**src/rtl/instr_fetch_pkg.sv**
```systemverilog
// Shared core constants and types for the fetch stage.
package instr_fetch_pkg;

    localparam int unsigned XLEN = 32;
    localparam int unsigned ILEN = 32;

    localparam logic [XLEN-1:0] RESET_PC_DEFAULT = 32'h0000_0000;
    localparam logic [XLEN-1:0] PC_STEP          = 32'd4;

    typedef enum logic [0:0] {
        RUN  = 1'b0,
        HOLD = 1'b1
    } fetch_state_t;

    // Word address presented to the instruction memory for a byte PC.
    function automatic logic [XLEN-1:0] word_addr(input logic [XLEN-1:0] byte_pc);
        return {2'b00, byte_pc[XLEN-1:2]};
    endfunction

endpackage

```
**src/rtl/fetch_skid.sv**
```systemverilog
// One-entry holding register for a fetched word and its PC.
// A clear wins over a simultaneous load.
module fetch_skid
    import instr_fetch_pkg::*;
#(
    parameter int unsigned DWIDTH = ILEN
) (
    input  logic              clock,
    input  logic              nreset,
    input  logic              load,
    input  logic              clear,
    input  logic [DWIDTH-1:0] load_data,
    input  logic [XLEN-1:0]   load_pc,
    output logic              valid,
    output logic [DWIDTH-1:0] data,
    output logic [XLEN-1:0]   pc
);

    // Capture or drop the held entry.
    always_ff @(posedge clock or negedge nreset) begin
        if (!nreset) begin
            valid <= 1'b0;
            data  <= '0;
            pc    <= '0;
        end else if (clear) begin
            valid <= 1'b0;
        end else if (load) begin
            valid <= 1'b1;
            data  <= load_data;
            pc    <= load_pc;
        end
    end

endmodule

```
**src/rtl/instr_fetch.sv**
```systemverilog
// Instruction fetch stage: PC, one-cycle ROM read pipeline, skid buffer,
// valid/stall handshake to decode and redirect from execute.
// Optional build macro: FETCH_MISALIGN_EN adds the sticky fetch_misalign
// output and ignores redirects to non-word-aligned targets.
module instr_fetch
    import instr_fetch_pkg::*;
#(
    parameter int unsigned     DWIDTH   = ILEN,
    parameter logic [XLEN-1:0] RESET_PC = RESET_PC_DEFAULT
) (
    input  logic              clock,
    input  logic              nreset,
    input  logic              stall,
    input  logic              redirect,
    input  logic [XLEN-1:0]   redirect_pc,
    output logic              romR,
    output logic [XLEN-1:0]   romAddr,
    input  logic [DWIDTH-1:0] romData,
    output logic [DWIDTH-1:0] instr,
    output logic [XLEN-1:0]   instr_pc,
`ifdef FETCH_MISALIGN_EN
    output logic              fetch_misalign,
`endif
    output logic              instr_valid
);

    fetch_state_t      state, state_n;
    logic [XLEN-1:0]   pc, pc_n;
    logic              inflight, inflight_n;
    logic [XLEN-1:0]   inflight_pc, inflight_pc_n;
    logic [DWIDTH-1:0] instr_n;
    logic [XLEN-1:0]   instr_pc_n;
    logic              instr_valid_n;

    logic              skid_load, skid_clear, skid_valid;
    logic [DWIDTH-1:0] skid_data;
    logic [XLEN-1:0]   skid_pc;

    logic              take_redirect;
    logic [XLEN-1:0]   target;

    assign target = {redirect_pc[XLEN-1:2], 2'b00};

`ifdef FETCH_MISALIGN_EN
    logic bad_redirect;

    assign bad_redirect  = redirect && (redirect_pc[1:0] != 2'b00);
    assign take_redirect = redirect && !bad_redirect;

    // Sticky flag for a rejected misaligned redirect.
    always_ff @(posedge clock or negedge nreset) begin
        if (!nreset) begin
            fetch_misalign <= 1'b0;
        end else if (bad_redirect) begin
            fetch_misalign <= 1'b1;
        end
    end
`else
    logic unused_redirect_lsbs;

    assign unused_redirect_lsbs = ^redirect_pc[1:0];
    assign take_redirect        = redirect;
`endif

    // Issue a read unless redirecting, holding a valid output, or skid is full.
    assign romR    = !take_redirect && !(stall && instr_valid) && !skid_valid;
    assign romAddr = word_addr(pc);

    fetch_skid #(
        .DWIDTH (DWIDTH)
    ) u_skid (
        .clock     (clock),
        .nreset    (nreset),
        .load      (skid_load),
        .clear     (skid_clear),
        .load_data (romData),
        .load_pc   (inflight_pc),
        .valid     (skid_valid),
        .data      (skid_data),
        .pc        (skid_pc)
    );

    // State register.
    always_ff @(posedge clock or negedge nreset) begin
        if (!nreset) begin
            state <= RUN;
        end else begin
            state <= state_n;
        end
    end

    // Next-state, PC, read pipeline and output selection.
    always_comb begin
        state_n       = state;
        pc_n          = pc;
        inflight_n    = 1'b0;
        inflight_pc_n = inflight_pc;
        instr_n       = instr;
        instr_pc_n    = instr_pc;
        instr_valid_n = instr_valid;
        skid_load     = 1'b0;
        skid_clear    = 1'b0;

        if (romR) begin
            pc_n          = pc + PC_STEP;
            inflight_n    = 1'b1;
            inflight_pc_n = pc;
        end

        if (take_redirect) begin
            pc_n          = target;
            inflight_n    = 1'b0;
            skid_clear    = 1'b1;
            instr_valid_n = 1'b0;
            state_n       = RUN;
        end else begin
            unique case (state)
                RUN: begin
                    if (stall && instr_valid) begin
                        state_n   = HOLD;
                        skid_load = inflight;
                    end else if (inflight) begin
                        instr_n       = romData;
                        instr_pc_n    = inflight_pc;
                        instr_valid_n = 1'b1;
                    end else begin
                        instr_valid_n = 1'b0;
                    end
                end
                HOLD: begin
                    if (!stall) begin
                        state_n = RUN;
                        if (skid_valid) begin
                            instr_n       = skid_data;
                            instr_pc_n    = skid_pc;
                            instr_valid_n = 1'b1;
                            skid_clear    = 1'b1;
                        end else begin
                            instr_valid_n = 1'b0;
                        end
                    end
                end
                default: state_n = RUN;
            endcase
        end
    end

    // PC, in-flight tracking and decode-facing output registers.
    always_ff @(posedge clock or negedge nreset) begin
        if (!nreset) begin
            pc          <= RESET_PC;
            inflight    <= 1'b0;
            inflight_pc <= '0;
            instr       <= '0;
            instr_pc    <= '0;
            instr_valid <= 1'b0;
        end else begin
            pc          <= pc_n;
            inflight    <= inflight_n;
            inflight_pc <= inflight_pc_n;
            instr       <= instr_n;
            instr_pc    <= instr_pc_n;
            instr_valid <= instr_valid_n;
        end
    end

endmodule

```
**config.mk**
```make
export PLATFORM = sky130hd
export DESIGN_NAME = instr_fetch
export DESIGN_NICKNAME = d
export VERILOG_FILES = /design/src/rtl/instr_fetch_pkg.sv /design/src/rtl/fetch_skid.sv /design/src/rtl/instr_fetch.sv
export SDC_FILE = /design/constraint.sdc
export NUM_CORES = 1
export LEC_CHECK = 0
export CORE_UTILIZATION = 53
export CTS_CLUSTER_SIZE = 40
export DETAILED_ROUTE_END_ITERATION = 6
export HOLD_SLACK_MARGIN = 0.1
export PLACE_DENSITY = 0.85
export SLEW_MARGIN = 0
export SYNTH_ARGS = -nofsm -noshare
export SYNTH_HDL_FRONTEND = slang
export SYNTH_HIERARCHICAL = 1
export SYNTH_SLANG_ARGS = --single-unit
```
**constraint.sdc**
```tcl
create_clock -name clock -period 3.27 [get_ports clock]
set_clock_uncertainty 0.2 [all_clocks]
set_input_delay 0.4905 -clock clock [delete_from_list [all_inputs] [get_ports clock]]
set_output_delay 0.4905 -clock clock [all_outputs]
set_load 0.1 [all_outputs]
```
==> summary.md <==
| Metric | Value |
|---|---|
| Power density cells | 811 nW/um^2 |
| Final critical delay including setup and external delays | 2.69 ns |
| Startpoint type of the worst setup path | input pin |
| Netlist area before placement | 9030 sq um |
| Sequential cell fraction of total power | 36.7% |
| CTS clk-pin slew, worst paths | 0.06 ns |
| Leading post-synthesis cells by instance count | sky130_fd_sc_hd__dfrtp_1 (192), sky130_fd_sc_hd__mux2_2 (158), sky130_fd_sc_hd__mux2_4 (60) |
| Antenna viol nets, final | 0 |
| Endpoint type of the worst setup path | output pin |
| Post-synthesis cell count | 648 |
| Net switching power figure | 4.03 mW |
| Portion of the post-synthesis area used by sequential elements | 53.2% |
| Number of vias in the routed layout | 6012 |
| Aggregate global routing overflow | 0 |
| Number of setup buffers added after CTS | 0 |
| Layout area overhead | 23.8% |
| Number of buffers created by CTS | 17 |
| RSZ-0062 raised after global routing | no |
| Number of antenna violations at the first check in global routing | 0 |
| Part of the cycle the worst path needs | 82.4% |
| Number of flops mapped to enable cells by yosys | 0 |
| Post-synth cell types | 54 |
| Data required time of the worst path | 2.58 ns |
| Leak Pwr | 4.85 nW |
| Placeable core area | 16600 sq um |
| Area of the die | 17600 sq um |
| Power share of the clock group | 21.4% |
| Most repeated cell in the gate-level netlist after synthesis | sky130_fd_sc_hd__dfrtp_1 |
| Fill cells | 1190 |
| Flip-flop and latch count after synthesis | 192 |
| Root buffer cell | sky130_fd_sc_hd__clkbuf_16 |
| Classification of the worst setup path | in -> out |
| Peak-usage layer in the global routing report | met2 |
| I/O Pins | 166 |
| Maximum number of pins on one net before global-route repair | 98 |
| Die Ht | 133 microns |
| Pre-Repair DR Iteration Count | 5 |
| Number of port buffers | 161 |
| Commonest register cell after synthesis | sky130_fd_sc_hd__dfrtp_1 |
| Arrival @ worst endpoint | 2.00 ns |
| Highest Clock Rate | 0.371 GHz |
| Number of hold-slack violations in the final timing report | 0 |
| Final setup fails | 0 |
| Half-perimeter wire length after placement | 13.9 mm |
| Share of cells above drive strength 1 | 46.1% |
| First-pass GRT wire length | 33.6 mm |
| Vias in the first global route | 6298 |
| Nets | 881 |
| Result of the run | finished, final reports clean |
| Clock tree from TritonCTS | done |
| Met3 track demand over resource in global routing | 5.94% |
| Starting density of the core | 54.5% |
| Combinational fraction of design power | 42.0% |
| Final Wtd Congestion | 0.915 |
| Number of max-capacitance violations reported | 0 |
| Share of total power consumed by net switching | 44.5% |
| Total of cells resized after clock tree synthesis | 0 |
| CTS H-tree lvls | 4 |
| Maximum fanout along the worst path | 10 |
| Mean instance size in the synthesized netlist | 13.9 sq um |
| Share of Yosys cell area claimed by the top area cell type | 53.2% |
| Post-DR wirelength/cell | 19.5 microns |
| # clock sinks | 192 |
| Routed via count divided by cell count | 5.75 |
| Synth Warn # | 6 |
| Met1 layer usage reported by global route | 32.1% |
| Cell-internal power | 5.03 mW |
| Share of the core filled with cells | 67.4% |
| Maximum resistive drop on vdd | 585 uV |
| DRC violation count after routing | 0 |
| Chip width | 133 microns |
| Actual transition at the worst max-transition pin | 0.755 ns |
| Cell types with the largest area share after synthesis | sky130_fd_sc_hd__dfrtp_1 (53%), sky130_fd_sc_hd__mux2_2 (20%), sky130_fd_sc_hd__mux2_4 (10%) |
| Final number of max-transition violations | 0 |
| Path type of the worst min-delay path | reg -> reg |
| Antenna Diode Count | 0 |
| Rows | 47 |
| Async set-reset flop share out of synthesis | 100% |
| First-iteration detailed-routing DRC count | 352 |
| Source-to-sink clock delay at the later pin of the worst-skew pair | 0.43 ns |
| TNS Setup | 0 ns |
| Combined global-route utilization of all metal layers | 24.4% |
| Total wire length after detailed routing | 20.4 mm |
| Longest Clk Path Bufs | 2 |
| GR Util met2 | 40.2% |
| Cell taking the most area after synthesis | sky130_fd_sc_hd__dfrtp_1 |
| Headroom to the max-slew limit | 49.7% |
| Hold buffers post-CTS | 1 |
## per-layer routing
metal | routed length (microns) | part of all wire, %
met1 | 8680 | 43
met2 | 10000 | 49
met4 | 263 | 1.3
met5 | 0 | 0
met3 | 1440 | 7.0
## layout by cell type, fill, tap and decap left out, types with 2 or more instances in the layout
master and count:
sky130_fd_sc_hd__nand3_1 17, sky130_fd_sc_hd__a21oi_4 2, sky130_fd_sc_hd__nand3b_1 2, sky130_fd_sc_hd__nor2_1 24
sky130_fd_sc_hd__nand4_1 14, sky130_fd_sc_hd__a31o_2 3, sky130_fd_sc_hd__or3_1 2, sky130_fd_sc_hd__buf_12 6
sky130_fd_sc_hd__and3_1 2, sky130_fd_sc_hd__nand2_1 30, sky130_fd_sc_hd__o31ai_1 8, sky130_fd_sc_hd__buf_4 105
sky130_fd_sc_hd__mux2_2 158, sky130_fd_sc_hd__clkdlybuf4s50_1 64, sky130_fd_sc_hd__xor2_1 3, sky130_fd_sc_hd__clkbuf_16 17
sky130_fd_sc_hd__inv_8 2, sky130_fd_sc_hd__inv_1 9, sky130_fd_sc_hd__or4_1 10, sky130_fd_sc_hd__dfrtp_1 191
sky130_fd_sc_hd__conb_1 4, sky130_fd_sc_hd__clkinvlp_4 2, sky130_fd_sc_hd__and4_1 4, sky130_fd_sc_hd__a31oi_1 12
sky130_fd_sc_hd__clkinv_4 7, sky130_fd_sc_hd__o311ai_0 2, sky130_fd_sc_hd__and2_1 5, sky130_fd_sc_hd__o21ai_0 13
sky130_fd_sc_hd__mux2_4 60, sky130_fd_sc_hd__mux2i_1 3, sky130_fd_sc_hd__xnor2_1 7, sky130_fd_sc_hd__inv_6 3
sky130_fd_sc_hd__nor4_1 6, sky130_fd_sc_hd__nand3_2 3
## through the flow
step / setup slack (ns) / hold slack (ns) / power (mW) / instance area (sq um) / std cells
finish: 0.576 / 0.310 / 9.07 / 11200 / 1045
global route: 0.514 / 0.324 / 9.41 / 11200 / 1045
CTS: 0.573 / 0.312 / 9.14 / 11200 / 1045
detailed placement: 0.306 / 0.288 / 7.17 / 10600 / 1012
global placement: 0.399 / 0.284 / 7.06 / 10600 / 1012
floorplan: 0.554 / -0.00509 / 6.24 / 9040 / 651
## power groups by stage
stage,Clock [mW],Sequential [mW],Combinational (mW)
after floorplan,0,5.35,0.887
after global placement,0,3.31,3.75
after detailed placement,0,3.36,3.81
after CTS,1.99,3.33,3.82
after global routing,2.09,3.40,3.92
final,1.94,3.33,3.81
## kinds of logic after synthesis
family	count (synthesis)	synth area share, %
buffers and inverters	44	3.52
other	1	0.0415
multiplexers	221	30.0
adder cells (fa/ha/maj)	1	0.139
XOR/XNOR	10	0.970
flip-flops	192	53.2
AO/OA/AOI/OAI	48	3.71
AND/OR/NAND/NOR	131	8.42
## area by class of cell
class / count / area (sq um) / area share, %
clock buffers: 17 / 425 / 3.80
clock inverters: 15 / 130 / 1.16
inverters: 9 / 33.8 / 0.302
multi-input cells: 415 / 3940 / 35.2
flip-flops and latches: 192 / 4810 / 43.0
well taps: 220 / 275 / 2.46
repair buffers: 177 / 1570 / 14.1
## worst paths after layout
kind,cells after the start,slack (ns),endpoint,start
hold / removal,1,0.31,instr[1],instr[1]
hold reg to reg,1,0.31,instr[1],instr[1]
setup / recovery,4,0.58,romR,stall
setup reg to reg,5,0.89,u_skid/data[28],instr_valid
min in group asynchronous,2,0.50,u_skid/data[21],nreset
max in group asynchronous,3,1.53,instr[4],nreset
## critical path: stages
cell	delay, ns
sky130_fd_sc_hd__clkdlybuf4s50_1	0.54
sky130_fd_sc_hd__a21o_2	0.38
sky130_fd_sc_hd__nor2_4	0.36
sky130_fd_sc_hd__buf_12	0.23
## sequential cells by signal (all words and copies together) (netlist names)
register,cells
instr,32
instr_pc,32
u_skid/data,32
u_skid/pc,32
inflight_pc,30
pc,30
inflight,1
instr_valid,1
state,1
u_skid/valid,1
Power figures use the tool's default switching activity.
==> RTL edit 1, RTL diff (same flow settings) <==
`instr` and `instr_pc` no longer have a reset.
--- a/src/rtl/instr_fetch.sv
+++ b/src/rtl/instr_fetch.sv
@@ -151,18 +151,19 @@
             pc          <= RESET_PC;
             inflight    <= 1'b0;
             inflight_pc <= '0;
-            instr       <= '0;
-            instr_pc    <= '0;
             instr_valid <= 1'b0;
         end else begin
             pc          <= pc_n;
             inflight    <= inflight_n;
             inflight_pc <= inflight_pc_n;
-            instr       <= instr_n;
-            instr_pc    <= instr_pc_n;
             instr_valid <= instr_valid_n;
         end
     end
 
+    always_ff @(posedge clock) begin
+        instr    <= instr_n;
+        instr_pc <= instr_pc_n;
+    end
+
 endmodule
 
Check against the original RTL: differs if nreset is asserted again (counterexample within 4 cycles, from zero or initial values and one cycle with nreset low); with nreset held inactive, the same outputs for 4 cycles.
==> RTL edit 1 against the unedited design <==
- worst setup slack got worse by 18 ps
- design area fell by 4.2%
- routed wire length is 7.6% lower
- via count is 8.7% lower
- sequential cell count unchanged
- area after synthesis fell by 5.9%
- largest cell class unchanged
Power is not compared: it rests on default switching activity, and its combinational part moved more than twofold at a synthesized area within 25%.
==> RTL edit 1: results (changes against the unedited design) <==
----------------------------------------------------
[Outcome]
  Run status ... finished clean

[Timing]
  Slew at the pin closest to its max-slew limit ... 907 ps (+152 ps)
  Hold Vio Cnt, Final ... 0 (unchanged)
  Tightest hold margin ... 304 ps (-6.27 ps)
  Setup ws final ... 558 ps (-18.1 ps)

[Logic synthesis]
  Asr flop ratio synth ... 0.667 (-0.333)
  Leading post-synthesis cells by cell area ... dfrtp_1 38%, edfxtp_1 23%, mux2_2 13%, mux2_4 11%, or4_1 2.0%
  Fraction of synthesized cell area in xor and xnor cells ... 0.00824 (-0.00146)
  Area share of fa/ha/maj cells after synthesis ... 0.00147 (+0.0000862)
  Synth cell count leaders ... 128 x dfrtp_1, 96 x mux2_2, 64 x edfxtp_1, 60 x mux2_4, 33 x nand2_1
  Mux contribution to synthesized area ... 0.234 (-0.0658)
  Compound-cell area share of the yosys netlist ... 0.0393 (+0.00216)
  Number of unique standard cell types used by synthesis ... 48 (-11%)
  Number of enable flip-flop cells after synthesis ... 64 (+64)
  Register area share after synthesis ... 0.603 (+0.0708)
  Synthesized area divided by synthesized cell count ... 14.9 µm² (+6.8%)

[Critical path]
  Worst-path fanout max ... 42 (+32)
  Flop-to-flop setup slack ... 770 ps (-120 ps)
  Crit-path leading delay family ... buffers and inverters
  Worst R2R Path Depth ... 4 (-1)
  First element of the critical path ... redirect
  Startpoint of the worst-slack reg-to-reg timing path ... pc[6]$_DFFE_PN0P_
  Arrival time of the worst setup path ... 2020 ps (+20 ps)
  End of the critical path ... romR
  Capturing point of the worst reg2reg path ... pc[18]$_DFFE_PN0P_

[Detailed routing]
  Average vias per placed instance ... 5.72 (-0.55%)
  Routed via count ... 5487 (-8.7%)
  Number of DRC markers after the initial detailed-route iteration ... 447 (+27%)
  WL final ... 18.8 mm (-7.6%)

[Final layout]
  Proportion of layout cells with a drive suffix above 1 ... 0.410 (-0.0502)
  Filler Cells Inserted ... 1087 (-8.7%)
  Nets@finish ... 804 (-8.7%)

[Place]
  Cell total after placement ... 926 (-8.5%)
  Cell area reported after detailed placement ... 10100 µm² (-4.8%)
  Post-placement setup slack ... 384 ps (+77.5 ps)
  Detailed placement HPWL ... 12.4 mm (-11%)
  RD Place Congestion ... 0.827 (-9.7%)

[Global route]
  Overall global routing resource usage ... 0.241 (-0.00300)
  Global-route wire length before repair ... 30.1 mm (-10%)
  Pin count of the biggest net entering global routing ... 80 (-18%)
  Vias in the first global route ... 5796 (-8.0%)

[Worst hold path]
  End point of the worst hold path ... u_skid/pc[4]$_DFFE_PN0P_
  Hold depth ... 1 (unchanged)
  Critical hold path startpoint ... u_skid/pc[4]$_DFFE_PN0P_

[CTS]
  Number of CTS-inserted buffers ... 17 (unchanged)

----------------------------------------------------
[RTL edit 1: cell count changes in the layout (fill, tap and decap cells not counted), moves of 8 or more]
| cell | before | now |
|---|---|---|
| edfxtp_1 | 0 | 64 |
| nor2_1 | 24 | 15 |
| or4_1 | 10 | 23 |
| mux2_2 | 158 | 96 |
| o211ai_1 | 1 | 9 |
| dfrtp_1 | 191 | 127 |
[RTL edit 1: cell type report]
class                   instances  area (µm²)  share of cell area
clock buffers                  22         485              0.0453
repair buffers                177        1580               0.148
flip-flops and latches        192        5130               0.479
clock inverters                10         108              0.0100
multi-input cells             344        3130               0.293
well taps                     211         264              0.0246
inverters                       3        11.3             0.00105
[RTL edit 1: what timing repair did]
action	CTS	global route
hold buffers	1	0
hold endpoints to repair	78	0
buffers inserted	0	0
endpoints found under the setup margin	0	0
[RTL edit 1: metal layers]
metal,vias to the layer above,wire [µm],global-route usage
li1,2461,-,-
met1,2755,7570,0.294
met2,245,9210,0.400
met3,26,1790,0.0886
met4,0,267,0.0761
met5,-,0,0
==> RTL edit 2, RTL diff (config.mk and constraints unchanged) <==
Made on the original files. Build with the macro `FETCH_MISALIGN_EN` defined.
--- a/src/rtl/instr_fetch.sv
+++ b/src/rtl/instr_fetch.sv
@@ -2,6 +2,8 @@
 // valid/stall handshake to decode and redirect from execute.
 // Optional build macro: FETCH_MISALIGN_EN adds the sticky fetch_misalign
 // output and ignores redirects to non-word-aligned targets.
+`define FETCH_MISALIGN_EN
+
 module instr_fetch
     import instr_fetch_pkg::*;
 #(
Behaviour (old outputs only; new: fetch_misalign): not the same (Yosys sat finds a counterexample within 4 cycles, from zero or initial values and one cycle with nreset low).
==> RTL edit 2 against the unedited design <==
- sequential share of layout area is 1.3 points higher
- area after synthesis is 4.6% lower
- design area is 2.3% lower
- final cell count is 9.4% higher
- routed wire length is 8.5% lower
- worst setup slack better by 300 ps
- critical path depth is 3 higher
- sequential cell count is 1 higher
Power is not shown: default switching activity piles up to over one toggle a cycle in this logic, so the estimate is an artifact.
==> RTL edit 2: results (changes against the unedited design) <==
----------------------------------------------------
[Place]
  Cell total after placement ... 1110 (+9.7%)
  Cell area reported after detailed placement ... 10200 µm² (-3.6%)
  RD Place Congestion ... 0.838 (-8.5%)
  Detailed placement HPWL ... 12.7 mm (-8.8%)

[Final layout]
  Total of plain and repair buffers excluding clock buffers ... 183 (+3.4%)
  Non-clock inverter instance count of the final layout ... 4 (-5)
  Nets@finish ... 983 (+12%)
  Fraction of area in registers ... 0.443 (+0.0129)
  Proportion of layout cells with a drive suffix above 1 ... 0.242 (-0.219)
  Filler Cells Inserted ... 1193 (+0.25%)
  Multi-Input Combinational ... 515 (+24%)
  Number of flip-flops and latches ... 193 (+0.52%)

[Critical path]
  Flop-to-flop setup slack ... 1070 ps (+180 ps)
  Arrival time of the worst setup path ... 1710 ps (-290 ps)
  Startpoint of the worst-slack reg-to-reg timing path ... state$_DFF_PN0_
  Worst R2R Path Depth ... 4 (-1)
  First element of the critical path ... redirect_pc[1]
  Maximum single-stage delay on the critical path ... 470 ps (-70 ps)
  Capturing point of the worst reg2reg path ... u_skid/data[31]$_DFFE_PN0P_

[Worst hold path]
  End point of the worst hold path ... fetch_misalign$_DFFE_PN0P_
  Critical hold path startpoint ... fetch_misalign$_DFFE_PN0P_

[Detailed routing]
  Average vias per placed instance ... 5.30 (-7.8%)
  Detail-routed net length per standard cell ... 16.3 µm (-16%)
  Number of DRC markers after the initial detailed-route iteration ... 337 (-4.3%)
  Count of TritonRoute iterations in the first routing pass ... 4 (-1)

[Logic synthesis]
  Register area share after synthesis ... 0.561 (+0.0288)
  Number of unique standard cell types used by synthesis ... 40 (-26%)
  Post-synthesis instance total ... 755 (+17%)

[Global route]
  Overall global routing resource usage ... 0.233 (-0.0115)
  Global-route wire length before repair ... 30.2 mm (-10%)
  Vias in the first global route ... 5891 (-6.5%)
  Pin count of the biggest net entering global routing ... 65 (-34%)

[Outcome]
  Run status ... finished clean

[Timing]
  Tightest hold margin ... 285 ps (-25.5 ps)

----------------------------------------------------
RTL edit 2: cell count changes after synthesis, sizes merged, moves of 19 or more:
cell and delta:
clkbuf +19, mux2 -154, a21oi +64, mux2i +59, nand2 +99, nor2 +50
RTL edit 2: logic make-up (layout without fill, tap and decap cells):
kind of cell / after synthesis / count (layout) / synth area share
fa+ha+maj: 1 / 1 / 0.00145
simple gates: 254 / 254 / 0.129
flops: 193 / 193 / 0.561
xor+xnor: 28 / 28 / 0.0285
buf+inv: 50 / 219 / 0.0363
compound gates: 102 / 102 / 0.0613
other cells: 1 / 4 / 0.000435
mux: 126 / 126 / 0.182
RTL edit 2: layer usage:
metal,wire length (µm),part of all wire,GRT usage,up-vias
met3,1010,0.054,0.0471,22
li1,-,-,-,2879
met4,249,0.013,0.0759,0
met2,8570,0.46,0.355,197
met5,0,0,0,-
met1,8820,0.47,0.336,2965
RTL edit 2: timing repair:
action | in CTS | in global routing
resized for setup | 0 | 0
hold buffers | 1 | 0
endpoints found under the hold margin | 50 | 0
